===== config.mk =====
export PLATFORM = sky130hd
export DESIGN_NAME = mac_requant_drain
export DESIGN_NICKNAME = d
export VERILOG_FILES = /design/src/rtl/mac_pkg.sv /design/src/rtl/requant_lane.sv /design/src/rtl/mac_requant_drain.sv
export SDC_FILE = /design/constraint.sdc
export NUM_CORES = 1
export LEC_CHECK = 0
export CAP_MARGIN = 20
export CORE_AREA = 4 4 219 221
export CTS_BUF_LIST = sky130_fd_sc_hd__clkbuf_4
export DETAILED_ROUTE_END_ITERATION = 10
export DIE_AREA = 0 0 223 225
export SETUP_SLACK_MARGIN = 0.3
export SYNTH_ARGS = -nofsm -noshare
export SYNTH_HDL_FRONTEND = slang
export SYNTH_HIERARCHICAL = 1
export SYNTH_SLANG_ARGS = --single-unit

===== constraint.sdc =====
create_clock -name clk -period 19.1 [get_ports clk]
set_input_delay 1.91 -clock clk [delete_from_list [all_inputs] [get_ports clk]]
set_output_delay 1.91 -clock clk [all_outputs]
set_load 0.005 [all_outputs]

===== src/rtl/mac_pkg.sv =====
// Shared definitions for the precision-scalable MAC unit and its drain stage.
package mac_pkg;

  localparam int ACC_W       = 56;
  localparam int LANE_SLOT_W = 14;

  // Accumulator precision encodings
  localparam logic [1:0] PREC_FULL = 2'd0;
  localparam logic [1:0] PREC_W4   = 2'd1;
  localparam logic [1:0] PREC_W2   = 2'd2;
  localparam logic [1:0] PREC_RSVD = 2'd3;

  typedef enum logic {
    S_IDLE = 1'b0,
    S_EMIT = 1'b1
  } drain_state_e;

  // Index of the final lane for a given precision (1, 2 or 4 lanes)
  function automatic logic [1:0] f_last_lane(input logic [1:0] prec);
    case (prec)
      PREC_W4: return 2'd1;
      PREC_W2: return 2'd3;
      default: return 2'd0;
    endcase
  endfunction

endpackage


===== src/rtl/requant_lane.sv =====
// Combinational requantizer for one signed lane: round half up, arithmetic
// right shift, optional ReLU, saturate to OUT_W bits.
module requant_lane #(
  parameter int IN_W  = 57,
  parameter int OUT_W = 8,
  parameter int SH_W  = 6
) (
  input  logic signed [IN_W-1:0]  i_lane,
  input  logic        [SH_W-1:0]  i_shamt,
  input  logic                    i_relu,
  output logic signed [OUT_W-1:0] o_data,
  output logic                    o_sat
);

  // The rounding constant can reach 2^(2^SH_W-2); the working width holds it
  // next to the sign-extended lane so large shifts settle to 0 instead of wrapping.
  localparam int WIDE_W = ((IN_W > (1 << SH_W)) ? IN_W : (1 << SH_W)) + 1;
  localparam logic signed [WIDE_W-1:0] MAX_V = WIDE_W'((1 << (OUT_W-1)) - 1);
  localparam logic signed [WIDE_W-1:0] MIN_V = WIDE_W'(-(1 << (OUT_W-1)));

  function automatic logic signed [WIDE_W-1:0] f_round_shift(
    input logic signed [WIDE_W-1:0] x,
    input logic        [SH_W-1:0]   sh
  );
    logic signed [WIDE_W-1:0] rnd;
    rnd = '0;
    if (sh != '0) rnd = {{(WIDE_W-1){1'b0}}, 1'b1} << (sh - SH_W'(1));
    return (x + rnd) >>> sh;
  endfunction

  function automatic logic f_clips(input logic signed [WIDE_W-1:0] v);
    return (v > MAX_V) || (v < MIN_V);
  endfunction

  function automatic logic signed [OUT_W-1:0] f_saturate(input logic signed [WIDE_W-1:0] v);
    if (v > MAX_V) return {1'b0, {(OUT_W-1){1'b1}}};
    if (v < MIN_V) return {1'b1, {(OUT_W-1){1'b0}}};
    return v[OUT_W-1:0];
  endfunction

  logic signed [WIDE_W-1:0] w_ext;
  logic signed [WIDE_W-1:0] w_shifted;
  logic signed [WIDE_W-1:0] w_relu;

  // Lane -> rounded/shifted -> ReLU -> clipped result and clip flag
  always_comb begin
    w_ext     = {{(WIDE_W-IN_W){i_lane[IN_W-1]}}, i_lane};
    w_shifted = f_round_shift(w_ext, i_shamt);
    w_relu    = (i_relu && w_shifted[WIDE_W-1]) ? '0 : w_shifted;
    o_data    = f_saturate(w_relu);
    o_sat     = f_clips(w_relu);
  end

endmodule


===== src/rtl/mac_requant_drain.sv =====
// Drain stage of the MAC unit: captures one packed accumulator word, splits
// it into 1/2/4 signed lanes and streams the requantized lanes, lane 0 first.
module mac_requant_drain
  import mac_pkg::*;
#(
  parameter int ACC_W = 56,
  parameter int OUT_W = 8,
  parameter int SH_W  = 6,
  parameter int CNT_W = 16
) (
  input  logic                    clk,
  input  logic                    rstn,
  input  logic [ACC_W-1:0]        acc_in,
  input  logic [1:0]              acc_prec,
  input  logic                    acc_valid,
  output logic                    acc_ready,
  input  logic [SH_W-1:0]         cfg_shamt,
  input  logic                    cfg_relu,
  output logic signed [OUT_W-1:0] out_data,
  output logic [1:0]              out_lane,
  output logic                    out_last,
  output logic                    out_valid,
  input  logic                    out_ready,
  output logic [CNT_W-1:0]        sat_cnt,
  output logic                    err_prec,
  input  logic                    clr_stat
);

  localparam int HALF_W = 2 * LANE_SLOT_W;

  drain_state_e            r_state;
  logic [ACC_W-1:0]        r_acc;
  logic [1:0]              r_prec;
  logic [SH_W-1:0]         r_shamt;
  logic                    r_relu;
  logic [1:0]              r_lane_idx;
  logic [CNT_W-1:0]        r_sat_cnt;
  logic                    r_err_prec;

  logic                    w_emit;
  logic                    w_last;
  logic                    w_xfer;
  logic                    w_cap;
  logic                    w_sat;
  logic [LANE_SLOT_W-1:0]  w_slot;
  logic signed [ACC_W:0]   w_lane;
  logic signed [OUT_W-1:0] w_q;

  assign w_emit    = (r_state == S_EMIT);
  assign w_last    = w_emit && (r_lane_idx == f_last_lane(r_prec));
  assign w_xfer    = w_emit && out_ready;
  // Ready again during the final-lane handshake so words can run back to back
  assign acc_ready = !w_emit || (w_last && out_ready);
  assign w_cap     = acc_valid && acc_ready;

  // Select and sign-extend the current lane from the captured word
  always_comb begin
    w_slot = '0;
    w_lane = {r_acc[ACC_W-1], r_acc};
    case (r_prec)
      PREC_W4: begin
        if (r_lane_idx[0])
          w_lane = {{(ACC_W+1-HALF_W){r_acc[ACC_W-1]}}, r_acc[ACC_W-1:HALF_W]};
        else
          w_lane = {{(ACC_W+1-HALF_W){r_acc[HALF_W-1]}}, r_acc[HALF_W-1:0]};
      end
      PREC_W2: begin
        w_slot = r_acc[r_lane_idx*LANE_SLOT_W +: LANE_SLOT_W];
        w_lane = {{(ACC_W+1-LANE_SLOT_W){w_slot[LANE_SLOT_W-1]}}, w_slot};
      end
      default: w_lane = {r_acc[ACC_W-1], r_acc};
    endcase
  end

  requant_lane #(
    .IN_W  (ACC_W + 1),
    .OUT_W (OUT_W),
    .SH_W  (SH_W)
  ) u_requant (
    .i_lane  (w_lane),
    .i_shamt (r_shamt),
    .i_relu  (r_relu),
    .o_data  (w_q),
    .o_sat   (w_sat)
  );

  assign out_valid = w_emit;
  assign out_last  = w_last;
  assign out_lane  = w_emit ? r_lane_idx : 2'd0;
  assign out_data  = w_emit ? w_q : '0;
  assign sat_cnt   = r_sat_cnt;
  assign err_prec  = r_err_prec;

  // IDLE/EMIT sequencing: capture words, step lanes on each output transfer
  always_ff @(posedge clk or negedge rstn) begin
    if (!rstn) begin
      r_state    <= S_IDLE;
      r_acc      <= '0;
      r_prec     <= PREC_FULL;
      r_shamt    <= '0;
      r_relu     <= 1'b0;
      r_lane_idx <= 2'd0;
    end else if (w_cap && (acc_prec != PREC_RSVD)) begin
      r_state    <= S_EMIT;
      r_acc      <= acc_in;
      r_prec     <= acc_prec;
      r_shamt    <= cfg_shamt;
      r_relu     <= cfg_relu;
      r_lane_idx <= 2'd0;
    end else if (w_xfer) begin
      if (w_last) begin
        r_state    <= S_IDLE;
        r_lane_idx <= 2'd0;
      end else begin
        r_lane_idx <= r_lane_idx + 2'd1;
      end
    end
  end

  // Saturation event counter and sticky reserved-precision flag; clear wins
  always_ff @(posedge clk or negedge rstn) begin
    if (!rstn) begin
      r_sat_cnt  <= '0;
      r_err_prec <= 1'b0;
    end else if (clr_stat) begin
      r_sat_cnt  <= '0;
      r_err_prec <= 1'b0;
    end else begin
      if (w_xfer && w_sat && (r_sat_cnt != {CNT_W{1'b1}}))
        r_sat_cnt <= r_sat_cnt + CNT_W'(1);
      if (w_cap && (acc_prec == PREC_RSVD))
        r_err_prec <= 1'b1;
    end
  end

endmodule


Yosys cells after proc, flatten, opt, wreduce, memory -nomap -nowiden. Index checks and enable logic that the tools add are counted.

Add/sub/neg operators: 4. Multipliers: 1. Order comparisons: 2. Equal/unequal tests: 6. Shift-type cells: 3. Muxes and demuxes: 24. Reduce and logical (&&, ||, !) cells: 18.

Operators by type and width (number): 65-bit 2-to-1 mux (2); 57-bit case mux with 2 select lines (1); 57-bit by 65-bit adder with 65-bit output (1); 65-bit by 8-bit greater-than comparator with 1-bit output, second input constant (1); 65-bit by 8-bit < comparator with 1-bit output, second input constant (1); 1-bit by 6-bit left shift with 65-bit output, first input constant (1); 65-bit by 6-bit >>> shifter with 65-bit output (1); 57-bit 2-to-1 mux (1); 56-bit by 7-bit indexed part select with 14-bit output (1); 8-bit 2-to-1 mux (5); 16-bit 2-to-1 mux (2); 16-bit by 1-bit adder with 16-bit output, second input constant (1); 16-bit inequality test, second input constant (1); 1-bit logical AND (9); 1-bit 2-to-1 mux (8); 2-bit 2-to-1 mux (4); 2-bit nonzero test (4); 6-bit nonzero test (1); 6-bit by 1-bit subtractor with 6-bit output, second input constant (1); 2-bit by 3-bit multiplier with 5-bit output, second input constant (1); 2-bit == test, second input constant (2); 2-bit case mux with 2 select lines (1); 2-bit by 1-bit adder with 2-bit output, second input constant (1); 2-bit by 1-bit == test with 1-bit output, second input constant (1); other kinds (5) (6).

Bits in registers: 85. Input port bits: 70. Output and inout bits: 30. Word-level logic and storage cells: 66.

Logic depth before layout (Yosys ltp).
Depth after elaboration: 13. Depth in mapped cells: 34. Gate-level depth less buffers: 29.

Hierarchy. The synthesis kept the hierarchy.

By module, submodules not included: requant_lane (instances 1, cells each 2170, area an instance 13691.9 µm², sequential area each 0.0 µm²); mac_requant_drain (instances 1, cells each 455, area an instance 4913.5 µm², sequential area each 2127.0 µm²).

Worst setup path after synthesis. No wires, ideal clock.

Kind: register to output. Start point: register r_shamt[0]. End point: output port out_data[2]. Data arrival time: 6348 ps. Required time: 17190 ps. Path slack: 10842 ps. Stages on the path, launching flop included: 29. Buffers on the path: 5. Cells stage by stage: dfrtp_1 clkbuf_1 nor2_1 clkbuf_1 clkbuf_1 nand2_1 xnor2_1 nand2_1 nor3_1 ha_1 buf_2 a21oi_1 o21ai_0 a221o_1 buf_6 and4_4 nor3_2 o21a_1 mux2_4 or3_1 a31o_1 o21a_1 o211ai_1 nor3b_2 o2111ai_1 or4_4 o41ai_4 o31ai_1 and2_1.

Word-level cells in the longest chain between the ends: 13. Elaborated cells between the ends (all ways): 17. Classes of those cells: add/sub (2); order compare (2); shift (2); mux (9); reduce/logical (2).

Ends and longest elaborated chain: start: declaration (RTL line mac_requant_drain.sv:34) `logic [SH_W-1:0] r_shamt;`; start signal: assignment (RTL line mac_requant_drain.sv:107) `r_shamt <= cfg_shamt;`; 6-bit by 1-bit subtractor with 6-bit output (RTL line requant_lane.sv:27) `if (sh != '0) rnd = {{(WIDE_W-1){1'b0}}, 1'b1} << (sh - SH_W'(1));`; 1-bit by 6-bit left shift with 65-bit output (RTL line requant_lane.sv:27); 65-bit 2-to-1 mux (RTL line requant_lane.sv:27); 57-bit by 65-bit adder with 65-bit output (RTL line requant_lane.sv:28) `return (x + rnd) >>> sh;`; 65-bit by 6-bit >>> shifter with 65-bit output * (RTL line requant_lane.sv:28); 1-bit logical AND (RTL line requant_lane.sv:49) `w_relu = (i_relu && w_shifted[WIDE_W-1]) ? '0 : w_shifted;`; 65-bit 2-to-1 mux * (RTL line requant_lane.sv:49); 65-bit by 8-bit < comparator with 1-bit output (RTL line requant_lane.sv:37) `if (v < MIN_V) return {1'b1, {(OUT_W-1){1'b0}}};`; 1-bit 2-to-1 mux (2 in series) (RTL line requant_lane.sv:37); 8-bit 2-to-1 mux (RTL line requant_lane.sv:38) `return v[OUT_W-1:0];`; 8-bit 2-to-1 mux * (RTL line requant_lane.sv:37); net w_q[2] (RTL line mac_requant_drain.sv:47) `logic signed [OUT_W-1:0] w_q;`; 8-bit 2-to-1 mux * (RTL line mac_requant_drain.sv:90) `assign out_data = w_emit ? w_q : '0;`; end: declaration (RTL line mac_requant_drain.sv:19) `output logic signed [OUT_W-1:0] out_data,`.

Mark *: on every way through the listed nets, which the timed path passes. The rest lies on a longest branch. The select of a mux whose other input is x is not followed.

Worst setup path in the final report.
Start point: register r_shamt[2]. End point: output port out_data[2].

Same word-level chain as after synthesis.

==> results by group <==
GRT
  • Overall Global Routing Usage: 38.9%
  • Total overflow reported by the global router: 0
  • Met3 layer usage reported by global route: 9.40%
  • Global routing met2 resource utilization: 59.3%
  • Vias in the first global route: 22103
  • Maximum number of pins on one net before global-route repair: 67
  • GR peak layer: met2
  • Global-route wire length before repair: 149000 um
  • Antenna violations before repair: 4
  • Global routing met1 resource utilization: 50.0%

Yosys
  • Largest cells by area after synthesis: dfrtp_1 (11%), nand2_1 (5.6%), nor2_1 (5.5%), a21oi_1 (5.4%), ha_1 (4.5%)
  • Number of synthesis warnings: 6
  • Post-Synthesis Cell Area: 18600 um2
  • Gate count after technology mapping: 2625
  • Synth cell count leaders: nand2_1 (280), nor2_1 (272), a21oi_1 (200), o21ai_0 (137), nor3_1 (112)
  • Asr flop ratio synth: 100%
  • Fraction of post-synthesis cell area in the top cell type by area: 11.4%
  • Largest area contributor in the netlist: dfrtp_1
  • Most repeated cell in the gate-level netlist after synthesis: nand2_1
  • Post-synth EDFFs: 0
  • Share of the yosys chip area belonging to registers: 11.4%
  • Ys flop type: dfrtp_1
  • Cell variety after synth: 123
  • Post-Syn Area per Cell: 7.09 um2
  • Post-synthesis net count: 2763
  • Flip-flop and latch count after synthesis: 85

Routing
  • Routed length per placed instance: 32.0 um
  • Vias post-DR: 23330
  • # DRC: 0
  • Via density per instance: 7.30
  • Remaining number of nets flagged by the antenna check after routing: 0
  • Number of DRC markers in iteration 0: 3436
  • Total wire length: 102000 um
  • Detailed-router iteration count before antenna repair: 7

CTS
  • TritonCTS clock tree: built
  • Insertion delay to the later sink of the worst-skew pair: 0.51 ns
  • Number of buffers added by the clock tree synthesis step: 9
  • Postcts setup bufs: 0
  • CTS HTree Levels: 3
  • Number of sinks driven by the clock tree: 85
  • Post-cts gate resize count: 0
  • Clock root cell: clkbuf_4
  • Hold Buf Count CTS: 0
  • Maximum number of buffers from clock root to sink: 2
  • Clock transition at the registers of the reported paths: 0.13 ns

Timing
  • Layout Skew: 0.0186 ns
  • Max Freq: 0.0787 GHz
  • Final critical path time including I/O delays and setup: 12.71 ns
  • Slew at the pin closest to its max-slew limit: 1.21 ns
  • Final setup violation count: 0
  • Pins over their slew limit: 0
  • Unrepaired setup endpoints after global routing: false
  • Final hold slack: 0.536 ns
  • Worst-case headroom to the max-slew limit: 18.7%
  • Final hold violation count: 0
  • Part of the cycle the worst path needs: 66.5%
  • Total negative setup slack: 0 ns

Worst setup path
  • Startpoint kind of the worst setup timing path: flip-flop
  • Classification of the worst setup path: flip-flop to primary output
  • Highest fanout seen on the critical path: 51
  • Crit end category: primary output
  • Arrival time of the worst setup path: 10.80 ns
  • Required arrival time at the worst endpoint: 17.19 ns

Finish
  • Cell area after layout: 19900 um2
  • Fraction of final layout cells sized beyond drive strength 1: 10.6%
  • Final Core Density: 43.1%
  • Number of nets in the layout: 2723
  • Layout overhead on the synthesized area: 6.99%
  • Fill cell count: 4882
  • Area taken by flip-flops and latches: 2130 um2
  • Area of the multi-input gates: 15300 um2

Min path
  • Type of the tightest min-delay check: flip-flop to flip-flop

Floorplan
  • Starting utilization of the core area: 40.3%
  • Row cnt: 79
  • Die Footprint: 50200 um2
  • Height of the die: 225 um
  • Num ports: 100
  • Placeable core region: 46200 um2
  • Die Wd: 223 um

Placed design
  • Placed inst area: 19800 um2
  • Post-detailed-placement half-perimeter wirelength: 80400 um
  • Quantity of I/O buffers inserted on ports: 99
  • Final estimated routing congestion in global placement: 1.06

Run status
  • Outcome: completed

Flow run
  • Max capacitance violation total: 0
cell type report:
cell class / instances / area share [%]
Sequential cell: 85 / 10.7
Inverter: 60 / 1.13
Clock inverter: 6 / 0.245
Tap cell: 607 / 3.82
Clock buffer: 9 / 0.339
Timing Repair Buffer: 153 / 6.99
Multi-Input combinational cell: 2276 / 76.7
Antenna cell: 2 / 0.0251
path summary, 6_finish.rpt:
check / from / to / slack [ns] / depth (start not counted)
max: r_shamt[2] / out_data[2] / 6.39 / 24
min: r_acc[1] / r_acc[1] / 0.54 / 1
max reg2reg: r_shamt[2] / sat_cnt[8] / 8.20 / 27
min reg2reg: r_acc[1] / r_acc[1] / 0.54 / 1
max in group asynchronous: rstn / r_acc[40] / 16.71 / 2
min in group asynchronous: rstn / sat_cnt[5] / 1.26 / 1
sequential cells by signal, indices dropped and copies added, names as in the netlist:
| signal | cells |
|---|---|
| r_lane_idx | 2 |
| r_shamt | 6 |
| out_valid | 1 |
| sat_cnt | 16 |
| err_prec | 1 |
| r_relu | 1 |
| r_prec | 2 |
| r_acc | 56 |
critical path, cell delays in order (launching register included):
cell	delay [ns]
dfrtp_2	0.80
inv_1	0.09
buf_4	0.34
nor2_1	1.00
nand2_1	0.69
nor3_1	0.40
ha_1	0.51
nand2_1	0.16
o21ai_1	0.43
a21o_1	0.40
a211oi_1	0.13
a211oi_1	0.36
o21a_1	0.42
or2_1	0.85
o21ai_0	0.25
o22ai_1	0.22
o211ai_1	0.37
a21o_1	0.33
o21ai_0	0.39
o2111ai_1	0.19
or4_4	0.58
o41ai_4	0.57
o31ai_1	0.15
and2_1	0.18
clkdlybuf4s50_1	0.44
cell usage in the layout (no fill, tap or decap), types with 16 or more instances in the layout:
cell / instances
or3_1: 26
nor3_1: 111
mux2_2: 55
and3_1: 28
a22oi_1: 16
nand2_1: 280
buf_4: 54
a31oi_1: 32
dfrtp_1: 81
a21o_1: 63
a211oi_1: 47
and4_1: 19
nand3_1: 73
o31ai_1: 24
ha_1: 66
clkdlybuf4s50_1: 98
nor2b_1: 21
o22ai_1: 25
a21oi_2: 16
o211ai_1: 40
a221o_1: 31
inv_1: 57
xnor2_1: 30
nor2_1: 271
mux2_4: 38
a21oi_1: 199
a211o_1: 17
nand4_1: 81
o21a_1: 28
o21ai_1: 36
nor4_1: 27
o21ai_0: 137
and2_1: 32
mux2i_1: 52
routing by layer:
layer | wire length (um) | share of wire (%) | up-vias
li1 | - | - | 10109
met1 | 39900 | 39 | 11182
met2 | 43300 | 42 | 1630
met3 | 11500 | 11 | 405
met4 | 7670 | 7.5 | 4
met5 | 26 | 0.025 | -
through the flow:
| stage | setup slack [ns] | std cells |
|---|---|---|
| after floorplan | 10.84 | 2625 |
| final | 6.39 | 3198 |
| after CTS | 6.82 | 3195 |
| after detailed placement | 7.45 | 3180 |
| after global placement | 7.41 | 3180 |
| after global routing | 6.01 | 3197 |
kinds of logic after synthesis:
| family | count (synthesis) | synth area share, % |
|---|---|---|
| flops | 85 | 11.4 |
| other cells | 1 | 0.0202 |
| xor+xnor | 43 | 2.02 |
| simple gates | 1057 | 28.4 |
| fa+ha+maj | 68 | 4.61 |
| mux | 157 | 10.6 |
| buf+inv | 264 | 6.54 |
| compound gates | 950 | 36.4 |
Power is not shown: default switching activity piles up to over one toggle a cycle in this logic, so the estimate is an artifact.
